**src/rtl/freq_search_ctl.sv**
```systemverilog
`default_nettype none
// ============================================================================
// freq_search_ctl : NCO frequency-bin sweep controller reporting |I|+|Q| per bin
// Optional running peak tracker enabled by defining FREQ_SEARCH_PEAK_EN.  Rev 1.0
// ============================================================================
module freq_search_ctl #(
  parameter int          NUM_BINS   = 16,
  parameter int          SETTLE_LEN = 4,
  parameter int          WIN_LEN    = 256,
  parameter logic [12:0] CW_START   = 13'h0400,
  parameter logic [12:0] CW_STEP    = 13'h0040
) (
  input  logic        clk,
  input  logic        rst_in,
  input  logic        start,
  input  logic        abort,
  input  logic [7:0]  i_value,
  input  logic [7:0]  q_value,
  output logic [12:0] control_word,
  output logic        corr_rst,
  output logic        busy,
  output logic        stb,
  output logic [7:0]  bin_idx,
  output logic [8:0]  bin_mag,
  output logic        done,
  output logic [7:0]  best_idx,
  output logic [8:0]  best_mag
);

  localparam logic [15:0] C_SETTLE_LAST = 16'(SETTLE_LEN - 1);
  localparam logic [15:0] C_WIN_LAST    = 16'(WIN_LEN - 1);
  localparam logic [7:0]  C_LAST_BIN    = 8'(NUM_BINS - 1);

  typedef enum logic [2:0] {
    S_IDLE   = 3'd0,
    S_SETTLE = 3'd1,
    S_INTEG  = 3'd2,
    S_DUMP   = 3'd3,
    S_REPORT = 3'd4,
    S_DONE   = 3'd5
  } state_e;

  state_e      state_q;
  logic [15:0] cnt_q;
  logic [12:0] cw_q;
  logic        corr_rst_q;
  logic        busy_q;
  logic        stb_q;
  logic        done_q;
  logic [7:0]  bin_idx_q;
  logic [8:0]  bin_mag_q;

  logic [8:0]  w_ext_i;
  logic [8:0]  w_ext_q;
  logic [8:0]  w_abs_i;
  logic [8:0]  w_abs_q;
  logic [8:0]  w_mag;

  // Sign-extend to 9 bits first so |-128| = 128 is representable.
  always_comb begin
    w_ext_i = {i_value[7], i_value};
    w_ext_q = {q_value[7], q_value};
    w_abs_i = w_ext_i[8] ? (~w_ext_i + 9'd1) : w_ext_i;
    w_abs_q = w_ext_q[8] ? (~w_ext_q + 9'd1) : w_ext_q;
    w_mag   = w_abs_i + w_abs_q;
  end

`ifdef FREQ_SEARCH_PEAK_EN
  logic [7:0] pk_idx_q;
  logic [8:0] pk_mag_q;
  logic [7:0] best_idx_q;
  logic [8:0] best_mag_q;
  logic       w_pk_take;

  // Strict greater-than keeps the lowest index on ties.
  assign w_pk_take = (bin_mag_q > pk_mag_q);
  assign best_idx  = best_idx_q;
  assign best_mag  = best_mag_q;
`else
  assign best_idx  = 8'd0;
  assign best_mag  = 9'd0;
`endif

  always_ff @(posedge clk or negedge rst_in) begin
    if (!rst_in) begin
      state_q    <= S_IDLE;
      cnt_q      <= 16'd0;
      cw_q       <= CW_START;
      corr_rst_q <= 1'b1;
      busy_q     <= 1'b0;
      stb_q      <= 1'b0;
      done_q     <= 1'b0;
      bin_idx_q  <= 8'd0;
      bin_mag_q  <= 9'd0;
`ifdef FREQ_SEARCH_PEAK_EN
      pk_idx_q   <= 8'd0;
      pk_mag_q   <= 9'd0;
      best_idx_q <= 8'd0;
      best_mag_q <= 9'd0;
`endif
    end else begin
      stb_q  <= 1'b0;
      done_q <= 1'b0;
      if ((state_q != S_IDLE) && abort) begin
        state_q    <= S_IDLE;
        corr_rst_q <= 1'b1;
        busy_q     <= 1'b0;
      end else begin
        case (state_q)
          S_IDLE: begin
            corr_rst_q <= 1'b1;
            if (start) begin
              state_q   <= S_SETTLE;
              busy_q    <= 1'b1;
              cnt_q     <= 16'd0;
              bin_idx_q <= 8'd0;
              cw_q      <= CW_START;
`ifdef FREQ_SEARCH_PEAK_EN
              pk_idx_q  <= 8'd0;
              pk_mag_q  <= 9'd0;
`endif
            end
          end
          S_SETTLE: begin
            if (cnt_q == C_SETTLE_LAST) begin
              state_q    <= S_INTEG;
              cnt_q      <= 16'd0;
              corr_rst_q <= 1'b0;
            end else begin
              cnt_q <= cnt_q + 16'd1;
            end
          end
          S_INTEG: begin
            if (cnt_q == C_WIN_LAST) begin
              state_q    <= S_DUMP;
              cnt_q      <= 16'd0;
              corr_rst_q <= 1'b1;
            end else begin
              cnt_q <= cnt_q + 16'd1;
            end
          end
          S_DUMP: begin
            state_q   <= S_REPORT;
            bin_mag_q <= w_mag;
            stb_q     <= 1'b1;
          end
          S_REPORT: begin
`ifdef FREQ_SEARCH_PEAK_EN
            if (w_pk_take) begin
              pk_idx_q <= bin_idx_q;
              pk_mag_q <= bin_mag_q;
            end
`endif
            if (bin_idx_q == C_LAST_BIN) begin
              state_q <= S_DONE;
              done_q  <= 1'b1;
`ifdef FREQ_SEARCH_PEAK_EN
              best_idx_q <= w_pk_take ? bin_idx_q : pk_idx_q;
              best_mag_q <= w_pk_take ? bin_mag_q : pk_mag_q;
`endif
            end else begin
              state_q   <= S_SETTLE;
              cnt_q     <= 16'd0;
              bin_idx_q <= bin_idx_q + 8'd1;
              cw_q      <= cw_q + CW_STEP;
            end
          end
          S_DONE: begin
            state_q <= S_IDLE;
            busy_q  <= 1'b0;
          end
          default: begin
            state_q    <= S_IDLE;
            corr_rst_q <= 1'b1;
            busy_q     <= 1'b0;
          end
        endcase
      end
    end
  end

  assign control_word = cw_q;
  assign corr_rst     = corr_rst_q;
  assign busy         = busy_q;
  assign stb          = stb_q;
  assign done         = done_q;
  assign bin_idx      = bin_idx_q;
  assign bin_mag      = bin_mag_q;

endmodule
`default_nettype wire

```
**config.mk**
```make
export PLATFORM = sky130hd
export DESIGN_NAME = freq_search_ctl
export DESIGN_NICKNAME = d
export VERILOG_FILES = /design/src/rtl/freq_search_ctl.sv
export SDC_FILE = /design/constraint.sdc
export NUM_CORES = 1
export LEC_CHECK = 0
export BUFFER_PORTS_ARGS = -buffer_cell sky130_fd_sc_hd__buf_2
export CORE_MARGIN = 8
export CORE_UTILIZATION = 55
export DETAILED_ROUTE_END_ITERATION = 10
export HOLD_SLACK_MARGIN = 0.15
export PLACE_DENSITY = 0.88
export SLEW_MARGIN = 25
export SYNTH_ARGS = -nofsm -noshare
export SYNTH_HDL_FRONTEND = slang
export SYNTH_SLANG_ARGS = --single-unit
```
**constraint.sdc**
```tcl
create_clock -name clk -period 2.1 [get_ports clk]
set_input_delay 0.525 -clock clk [delete_from_list [all_inputs] [get_ports clk]]
set_output_delay 0.525 -clock clk [all_outputs]
set_load 0.05 [all_outputs]
```
==> results of run 1 <==
[stage by stage]
step	setup TNS (ps)	setup WS, ps
finish	-507	-184
detailed placement	-2780	-542
CTS	-394	-143
global placement	-1900	-471
global route	-979	-244
floorplan	-838	-291
[state kept, by name (all words and copies together), names as in the netlist, 3 cells and up]
name and cells:
bin_idx 8, bin_mag 9, state_q 3, cnt_q 16, control_word 7
[how the worst max path moves through the flow]
stage,to,slack [ps],depth (start not counted)
after floorplan,bin_mag[6]$_DFFE_PN0P_,-290,10
after global placement,bin_mag[7]$_DFFE_PN0P_,-470,9
after detailed placement,bin_mag[7]$_DFFE_PN0P_,-540,11
after CTS,bin_mag[8]$_DFFE_PN0P_,-140,8
after global routing,bin_mag[6]$_DFFE_PN0P_,-240,11
final,bin_mag[7]$_DFFE_PN0P_,-180,11
[worst register-to-register path: cells and delay by family (launching register included)]
kind | cells | cell delay, ps
and+or+nand+nor | 2 | 370
AOI/OAI and AO/OA | 3 | 750
adders and majority gates | 1 | 180
buffers and inverters | 1 | 230
DFF | 1 | 440
[power breakdown]
part           total, W  internal (W)  leakage (nW)  switching (W)
Sequential      0.00125       0.00107         0.623       0.000174
Combinational   0.00235      0.000873          1.33        0.00148
Clock          0.000589      0.000259        0.0470       0.000330
Total           0.00419       0.00221          2.00        0.00198
[cell usage after synthesis, types with 2 or more instances]
cell	count	area share
nand2b_1	7	0.014
and4_1	4	0.011
o211ai_1	7	0.016
nor2_1	22	0.026
or3_1	9	0.018
clkbuf_1	4	0.0047
and3_1	5	0.0098
ha_1	13	0.051
dfrtp_1	45	0.35
nor3b_1	4	0.0094
nor2b_1	4	0.0078
nand4b_1	2	0.0055
a21o_1	3	0.0071
o21a_1	6	0.014
nor4bb_1	2	0.0063
or4_1	6	0.014
xor2_1	8	0.022
inv_1	13	0.015
a2bb2oi_1	2	0.0055
dfstp_2	2	0.016
nor4b_1	2	0.0055
o2111ai_1	4	0.011
nor3_1	5	0.0078
xnor2_1	11	0.030
a21oi_1	15	0.024
nand4_1	7	0.014
nor4_1	4	0.0078
buf_2	4	0.0063
buf_4	24	0.056
nand2_1	41	0.048
a22o_1	5	0.014
mux2i_1	2	0.0063
o21ai_0	23	0.036
nand3_1	13	0.020
o31ai_1	12	0.028
[layer usage]
metal / up-vias / global-route usage
li1: 1472 / -
met1: 1616 / 0.248
met2: 178 / 0.371
met3: 30 / 0.0440
met4: 0 / 0.0711
met5: - / 0
[logic make-up (layout without fill, tap and decap cells)]
logic type | count (synthesis) | after routing
multiplexers | 3 | 3
flip-flops | 47 | 47
AND/OR/NAND/NOR | 144 | 144
AO/OA/AOI/OAI | 86 | 86
adder cells (fa/ha/maj) | 14 | 14
other | 1 | 23
XOR/XNOR | 19 | 19
buffers and inverters | 47 | 127
[what timing repair did]
| action | CTS | global route |
|---|---|---|
| resized for setup | 22 | 35 |
| endpoints found under the hold margin | 0 | 0 |
| pin swaps | 11 | 15 |
| buffers inserted | 4 | 4 |
| hold buffers | 0 | 0 |
| setup endpoints to repair | 11 | 20 |
[final cells by class]
| type | instances | area [µm²] | area share |
|---|---|---|---|
| inverter | 13 | 48.8 | 0.0116 |
| multi-input combinational | 289 | 2080 | 0.495 |
| sequential | 47 | 1180 | 0.282 |
| timing repair buffer | 107 | 711 | 0.169 |
| clock buffer | 6 | 82.6 | 0.0197 |
| clock inverter | 1 | 5.00 | 0.00119 |
| tap | 72 | 90.1 | 0.0214 |
==> reports/metrics.cfg, run 1 <==
[timing]
fmax_mhz=438
min_period_ps=2280
tightest_slew_ps=523
relSlewSlack=0.650
hold_slack_ps=155
skew_ps=12.3
rsz0062_at_grt=true
slew_viol_final=0
finalHoldViolCount=0
setup_viol=3
fin_crit_sh=1.09
fin_ws_ps=-184

[grt]
antenna_found_initial=0
grt_pass1_wl_mm=14.9
grt.total_usage=0.211
grt_pass1_vias=3211
grt_max_degree=29
gr-total-overflow=0

[route]
wl_mm=9.62
met3_length_um=677
dr_total_vias=3296
ant_nets=0
drt-initial-drc-count=283
post_drt_wl_per_cell_um=18.0
firstDrtPassIters=6
wl_met2_mm=4.87
vias_per_cell=6.16
route.detailed.drc=0
drt-met1-wl_mm=3.83
routed.top_layer=met4

[status]
failed_checks=setup timing
status=complete, but fails checks

[final_layout]
fin_cells=535
layout_common_cells=buf_4 (59), buf_2 (45), dfrtp_1 (41)
final_area_um2=4200
diodes=0
area_growth_pct=31.6
layout-drive-gt1-share=0.361
nets=497
layout_commonest_cell=buf_4
utilization=0.754
fillers=346

[logic_synthesis]
ys_warn_count=0
ys.flop_type=dfrtp_1
synthSimpleGateAreaFrac=0.242
synth.distinct_cells=56
ys_ff_latch=47
synth_top_family_by_area=simple AND/OR/NAND/NOR gates
yosys.area_share.xor_xnor=0.0521
synth-compound-area-share=0.181
netlist_area_um2=3190
postSynthCellCount=361
synth_edf_count=0
yosysSeqAreaShare=0.369
postSynthAreaPerCell_um2=8.85
synthAdderAreaFrac=0.0572
synthMuxAreaShare=0.00980
async_flop_share=1.00

[place]
dpl_cell_area_um2=3780
gp_congestion=0.844
dp.cells=520
dpl.hpwl_mm=6.20
io_buffers=47

[critical_path]
crit_path_cell_trace=buf_2, or3_4, or3_4, nand2_4, xnor2_2, ha_4, nor2_2, a21oi_1, o41ai_2, mux2i_1, nand3_1
setup.worst_path.class=in2reg
end_kind=register
setup.worst_path.start=i_value[2]
reg2reg_slack_ps=30
path_buf_inv=1
timing.critical_path.from_type=input port
critPathTopFamily=simple AND/OR/NAND/NOR gates
max_stage_delay_ps=380
critPathMostFrequentCell=or3_4
worst_r2r_path_depth=7
r2r_start=cnt_q[1]$_DFFE_PN0P_
arrival_ps=2480
regToRegEndpoint=cnt_q[14]$_DFFE_PN0P_
cp.required_ps=2300
critPathMaxFanout=4
critPathSlowestCell=or3_4

[clock_tree]
clk_pin_slew_ps=90
cts_root_buffer=clkbuf_8
clock_latency_ps=320
cts_tree=built
cts_buffers=5
ctsLongestPathBuffers=2
htree_levels=2
clkSinkCount=47

[power]
power_w=0.00419
peakVddDrop_v=0.000755
leakagePower_nw=2.00
p_per_area_nw_per_um2=996

[job]
maxCapViolCount=0

[floorplanning]
start_util=0.573
die_area_um2=8500
coreArea_um2=5570
ios=71
die_w_um=92.2
rows=27
die-height_um=92.2

[worst_hold_path]
min_path_type=in2async

No activity file was read; power rests on OpenSTA's default activity.
==> run 2: changes to the inputs <==
- GPL_TIMING_DRIVEN: not set -> 0
- TNS_END_PERCENT: not set -> 50
==> reports/metrics.cfg, run 2 (synthesized netlist as in run 1, its figures left out) <==
[route]
vias_per_cell=6.21
firstDrtPassIters=5
wl_mm=10.3
drt-initial-drc-count=250
ant_nets=0
route.detailed.drc=0
dr_total_vias=3298
post_drt_wl_per_cell_um=19.3

[clock_tree]
htree_levels=2
ctsLongestPathBuffers=2
cts_root_buffer=clkbuf_8
cts_tree=built
cts_buffers=5
hold_buffers=0
clock_latency_ps=320
clkSinkCount=47
clk_pin_slew_ps=110

[critical_path]
critPathMaxFanout=4
max_stage_delay_ps=320
timing.critical_path.from_type=input port
reg2reg_slack_ps=-60
r2r_start=state_q[0]$_DFFE_PN0P_
critPathSlowestCell=ha_1
arrival_ps=2590
cp.depth=11
cp.required_ps=2280
setup.worst_path.start=q_value[1]
critPathMostFrequentCell=ha_1
regToRegEndpoint=bin_mag[5]$_DFFE_PN0P_
crit_path_cell_trace=buf_2, inv_1, ha_1, nand2b_1, xnor2_1, ha_1, nor2b_1, o21ai_1, a21oi_2, o31ai_1, a21oi_1
setup.worst_path.class=in2reg
end_kind=register
path_buf_inv=2
critPathTopFamily=compound AO/OA/AOI/OAI gates
worstSetupEndpoint=bin_mag[8]$_DFFE_PN0P_
worst_r2r_path_depth=6

[final_layout]
layout_commonest_cell=buf_4
multi_input_area_um2=2140
largest_reg_flops=16
layout-drive-gt1-share=0.360
layout_common_cells=buf_4 (46), buf_2 (45), dfrtp_1 (41)
nets=491
ff_latch_area_um2=1180
fillers=374
regMostFlops=cnt_q
area_growth_pct=32.4

[floorplanning]
coreArea_um2=5570
rows=27
die_area_um2=8500
die-height_um=92.2
ios=71
start_util=0.573
die_w_um=92.2

[timing]
skew_ps=19.7
slew_viol_final=0
setup_viol=7
tightest_slew_ps=702
min_period_ps=2420
relSlewSlack=0.530
rsz0062_at_grt=true
fin_crit_sh=1.15
fin_ws_ps=-317
setup-tns-final_ps=-1060
finalHoldViolCount=0
fmax_mhz=414

[status]
failed_checks=setup timing
status=complete, but fails checks

[grt]
grt_busiest_layer=met2
antenna_found_initial=1
grt_pass1_wl_mm=14.0
grt_util_met1=0.235
grt_max_degree=48
grtUsageMet2=0.326
grt_pass1_vias=2995
met3_usage=0.0399
gr-total-overflow=0
grt.total_usage=0.194

[power]
leakagePower_nw=1.97
power_w=0.00433
peakVddDrop_v=0.000712
p_per_area_nw_per_um2=1020

[place]
gp_congestion=0.827
post-place-ws_ps=-654
dpl.hpwl_mm=5.73
io_buffers=47

[worst_hold_path]
min_path_type=in2async

[job]
maxCapViolCount=0

==> run 2: changes by cell type in the layout (fill, tap and decap cells not counted), sizes merged <==
cell	delta
clkbuf	+4
diode	+1
bufinv	+1
buf	-11
clkinvlp	+1
inv	+1
clkinv	-1
==> run 2: timing repair <==
item	CTS	global route
gates cloned	0	0
endpoints found under the hold margin	0	0
pin swaps	14	24
setup endpoints to repair	27	28
buffers inserted	7	13
gates resized for setup	26	50
==> run 2: layout make-up <==
class                      instances  area share
antenna                            1    0.000592
buffer                            34      0.0568
clock buffer                       5      0.0163
clock inverter                     3      0.0109
inverter                          13      0.0115
multi-input combinational        289       0.506
sequential                        47       0.280
timing repair buffer              67      0.0962
tap                               72      0.0213
==> run 2: report_power, final <==
group	switching, W	leakage [nW]	internal [W]
Sequential	0.000132	0.623	0.00107
Clock	0.000342	0.0548	0.000359
Combinational	0.00159	1.29	0.000837
Total	0.00206	1.97	0.00227
==> run 2: worst reg2reg max path, stage by stage, from the launching register on <==
cell      delay [ps]
dfrtp_1          340
buf_4            180
or3b_1           430
or2_2            300
buf_2            180
clkbuf_1         250
o31ai_1          370
==> run 2: through the flow <==
stage / cell area [µm²] / cells / util / hold slack [ps]
2_1_floorplan: 3290 / 383 / - / 229
3_3_place_gp: 3610 / 502 / 0.648 / 457
3_5_place_dp: 3610 / 502 / 0.648 / 464
4_1_cts: 3910 / 517 / 0.701 / 424
5_1_grt: 4230 / 531 / 0.758 / 246
6_report: 4230 / 531 / 0.758 / 200
==> run 2: worst min-delay path by stage <==
stage	to	start	slack, ps	depth (start not counted)
finish	cnt_q[1]$_DFFE_PN0P_	rst_in	200	1
global route	cnt_q[1]$_DFFE_PN0P_	rst_in	250	1
CTS	cnt_q[1]$_DFFE_PN0P_	rst_in	420	1
detailed placement	bin_mag[0]$_DFFE_PN0P_	bin_mag[0]$_DFFE_PN0P_	460	2
global placement	bin_mag[4]$_DFFE_PN0P_	bin_mag[4]$_DFFE_PN0P_	460	2
floorplan	bin_idx[0]$_DFFE_PN0P_	rst_in	230	0
==> run 2: per-layer routing <==
layer / vias to the layer above / part of all wire / wire (µm)
li1: 1457 / - / -
met1: 1589 / 0.39 / 4020
met2: 205 / 0.49 / 5010
met3: 47 / 0.071 / 733
met4: 0 / 0.049 / 499
met5: - / 0 / 0
==> run 3: changes to the inputs <==
- HOLD_SLACK_MARGIN: 0.15 -> 0.1
- clock period: 2.1 -> 2.3 ns (I/O delays scaled with it)
==> reports/metrics.cfg, run 3 (synthesized netlist as in run 1, its figures left out) <==
[grt]
grt_pass1_vias=2889
grt_max_degree=48
antenna_found_initial=0
grt.total_usage=0.185
grt_pass1_wl_mm=13.3
gr-total-overflow=0

[final_layout]
largest_reg_flops=16
layout-drive-gt1-share=0.279
fillers=424
nets=477
diodes=0
layout_commonest_cell=buf_2
fin_cells=516
area_growth_pct=24.2
regMostFlops=cnt_q
layout_common_cells=buf_2 (47), dfrtp_1 (45), nand2_1 (39)

[critical_path]
setup.worst_path.start=i_value[1]
critPathSlowestCell=or3_4
setup.worst_path.class=in2reg
worst_r2r_path_depth=8
regToRegEndpoint=cnt_q[10]$_DFFE_PN0P_
timing.critical_path.from_type=input port
worstSetupEndpoint=bin_mag[8]$_DFFE_PN0P_
reg2reg_slack_ps=40
r2r_start=cnt_q[0]$_DFFE_PN0P_
arrival_ps=2510
cp.required_ps=2480
max_stage_delay_ps=400
critPathMaxFanout=5
critPathMostFrequentCell=or3_4
end_kind=register
crit_path_cell_trace=buf_6, or3_4, or3_4, nor4b_2, ha_1, or3_1, o21ai_0, a21oi_1

[route]
vias_per_cell=5.87
wl_mm=8.41
drt-initial-drc-count=211
dr_total_vias=3031
route.detailed.drc=0
post_drt_wl_per_cell_um=16.3
ant_nets=0
firstDrtPassIters=4

[worst_hold_path]
min_path_type=in2async

[place]
dp.cells=502
io_buffers=47
gp_congestion=0.822
post-place-ws_ps=-468
dpl.hpwl_mm=5.66

[clock_tree]
clock_latency_ps=310
clkSinkCount=47
cts_root_buffer=clkbuf_8
hold_buffers=0
ctsLongestPathBuffers=2
cts_tree=built
clk_pin_slew_ps=90
cts_buffers=5
htree_levels=2

[power]
peakVddDrop_v=0.000748
power_w=0.00370
p_per_area_nw_per_um2=933
leakagePower_nw=1.88

[floorplanning]
rows=27
ios=71
die_w_um=92.2
start_util=0.573
coreArea_um2=5570
die_area_um2=8500
die-height_um=92.2

[timing]
fin_crit_sh=1.02
hold_slack_ps=262
tightest_slew_ps=649
slew_viol_final=0
fmax_mhz=428
relSlewSlack=0.566
fin_ws_ps=-35.0
setup_viol=2
finalHoldViolCount=0
skew_ps=12.3
min_period_ps=2340
rsz0062_at_grt=true

[status]
status=complete, but fails checks
failed_checks=setup timing

[job]
maxCapViolCount=0

run 3: cell count changes in the layout (fill, tap and decap cells not counted), sizes merged:
cell / previous run / this run
diode: 1 / 0
buf: 96 / 82
run 3: worst max-delay path, delay by kind of cell:
family          cells  cell delay [ps]
simple gates        4             1400
fa+ha+maj           1              320
compound gates      2              140
buf+inv             1               90
run 3: stage by stage:
step / instance area, µm² / utilization / setup TNS (ps)
final: 3970 / 0.712 / -69.7
after global routing: 3970 / 0.712 / -388
after CTS: 3830 / 0.688 / 0
after detailed placement: 3600 / 0.646 / -1920
after global placement: 3600 / 0.646 / -1490
after floorplan: 3280 / - / -388
run 3: repair_timing:
| item | in CTS | in global routing |
|---|---|---|
| pin swaps | 12 | 9 |
| resized for setup | 20 | 22 |
| setup endpoints to repair | 3 | 19 |
| buffers inserted | 3 | 3 |
run 3: final cells by class:
type	count	area [µm²]	share of cell area
Tap cell	72	90.1	0.0227
Multi-Input combinational cell	289	1980	0.499
Inverter	13	48.8	0.0123
Sequential cell	47	1180	0.297
Clock inverter	3	46.3	0.0117
Buffer	34	231	0.0584
Clock buffer	5	68.8	0.0174
Timing Repair Buffer	53	322	0.0811
run 3: routing by layer:
layer / global-route usage / part of all wire
met5: 0 / 0
met4: 0.0631 / 0.021
met3: 0.0326 / 0.059
met2: 0.319 / 0.50
met1: 0.226 / 0.42
run 3: power by group:
group	total (W)	switching, W	internal [W]
logic	0.00199	0.00131	0.000677
clock network	0.000616	0.000289	0.000327
registers	0.00109	0.000116	0.000978
total	0.00370	0.00172	0.00198
run 3: how the worst min path moves through the flow:
stage / cells after the start / slack (ps) / start / endpoint
2_1_floorplan: 0 / 280 / rst_in / bin_idx[0]$_DFFE_PN0P_
4_1_cts: 1 / 480 / rst_in / cnt_q[12]$_DFFE_PN0P_
6_report: 1 / 260 / rst_in / cnt_q[4]$_DFFE_PN0P_
3_3_place_gp: 2 / 460 / bin_mag[0]$_DFFE_PN0P_ / bin_mag[0]$_DFFE_PN0P_
5_1_grt: 1 / 310 / rst_in / cnt_q[4]$_DFFE_PN0P_
3_5_place_dp: 2 / 460 / bin_mag[0]$_DFFE_PN0P_ / bin_mag[0]$_DFFE_PN0P_
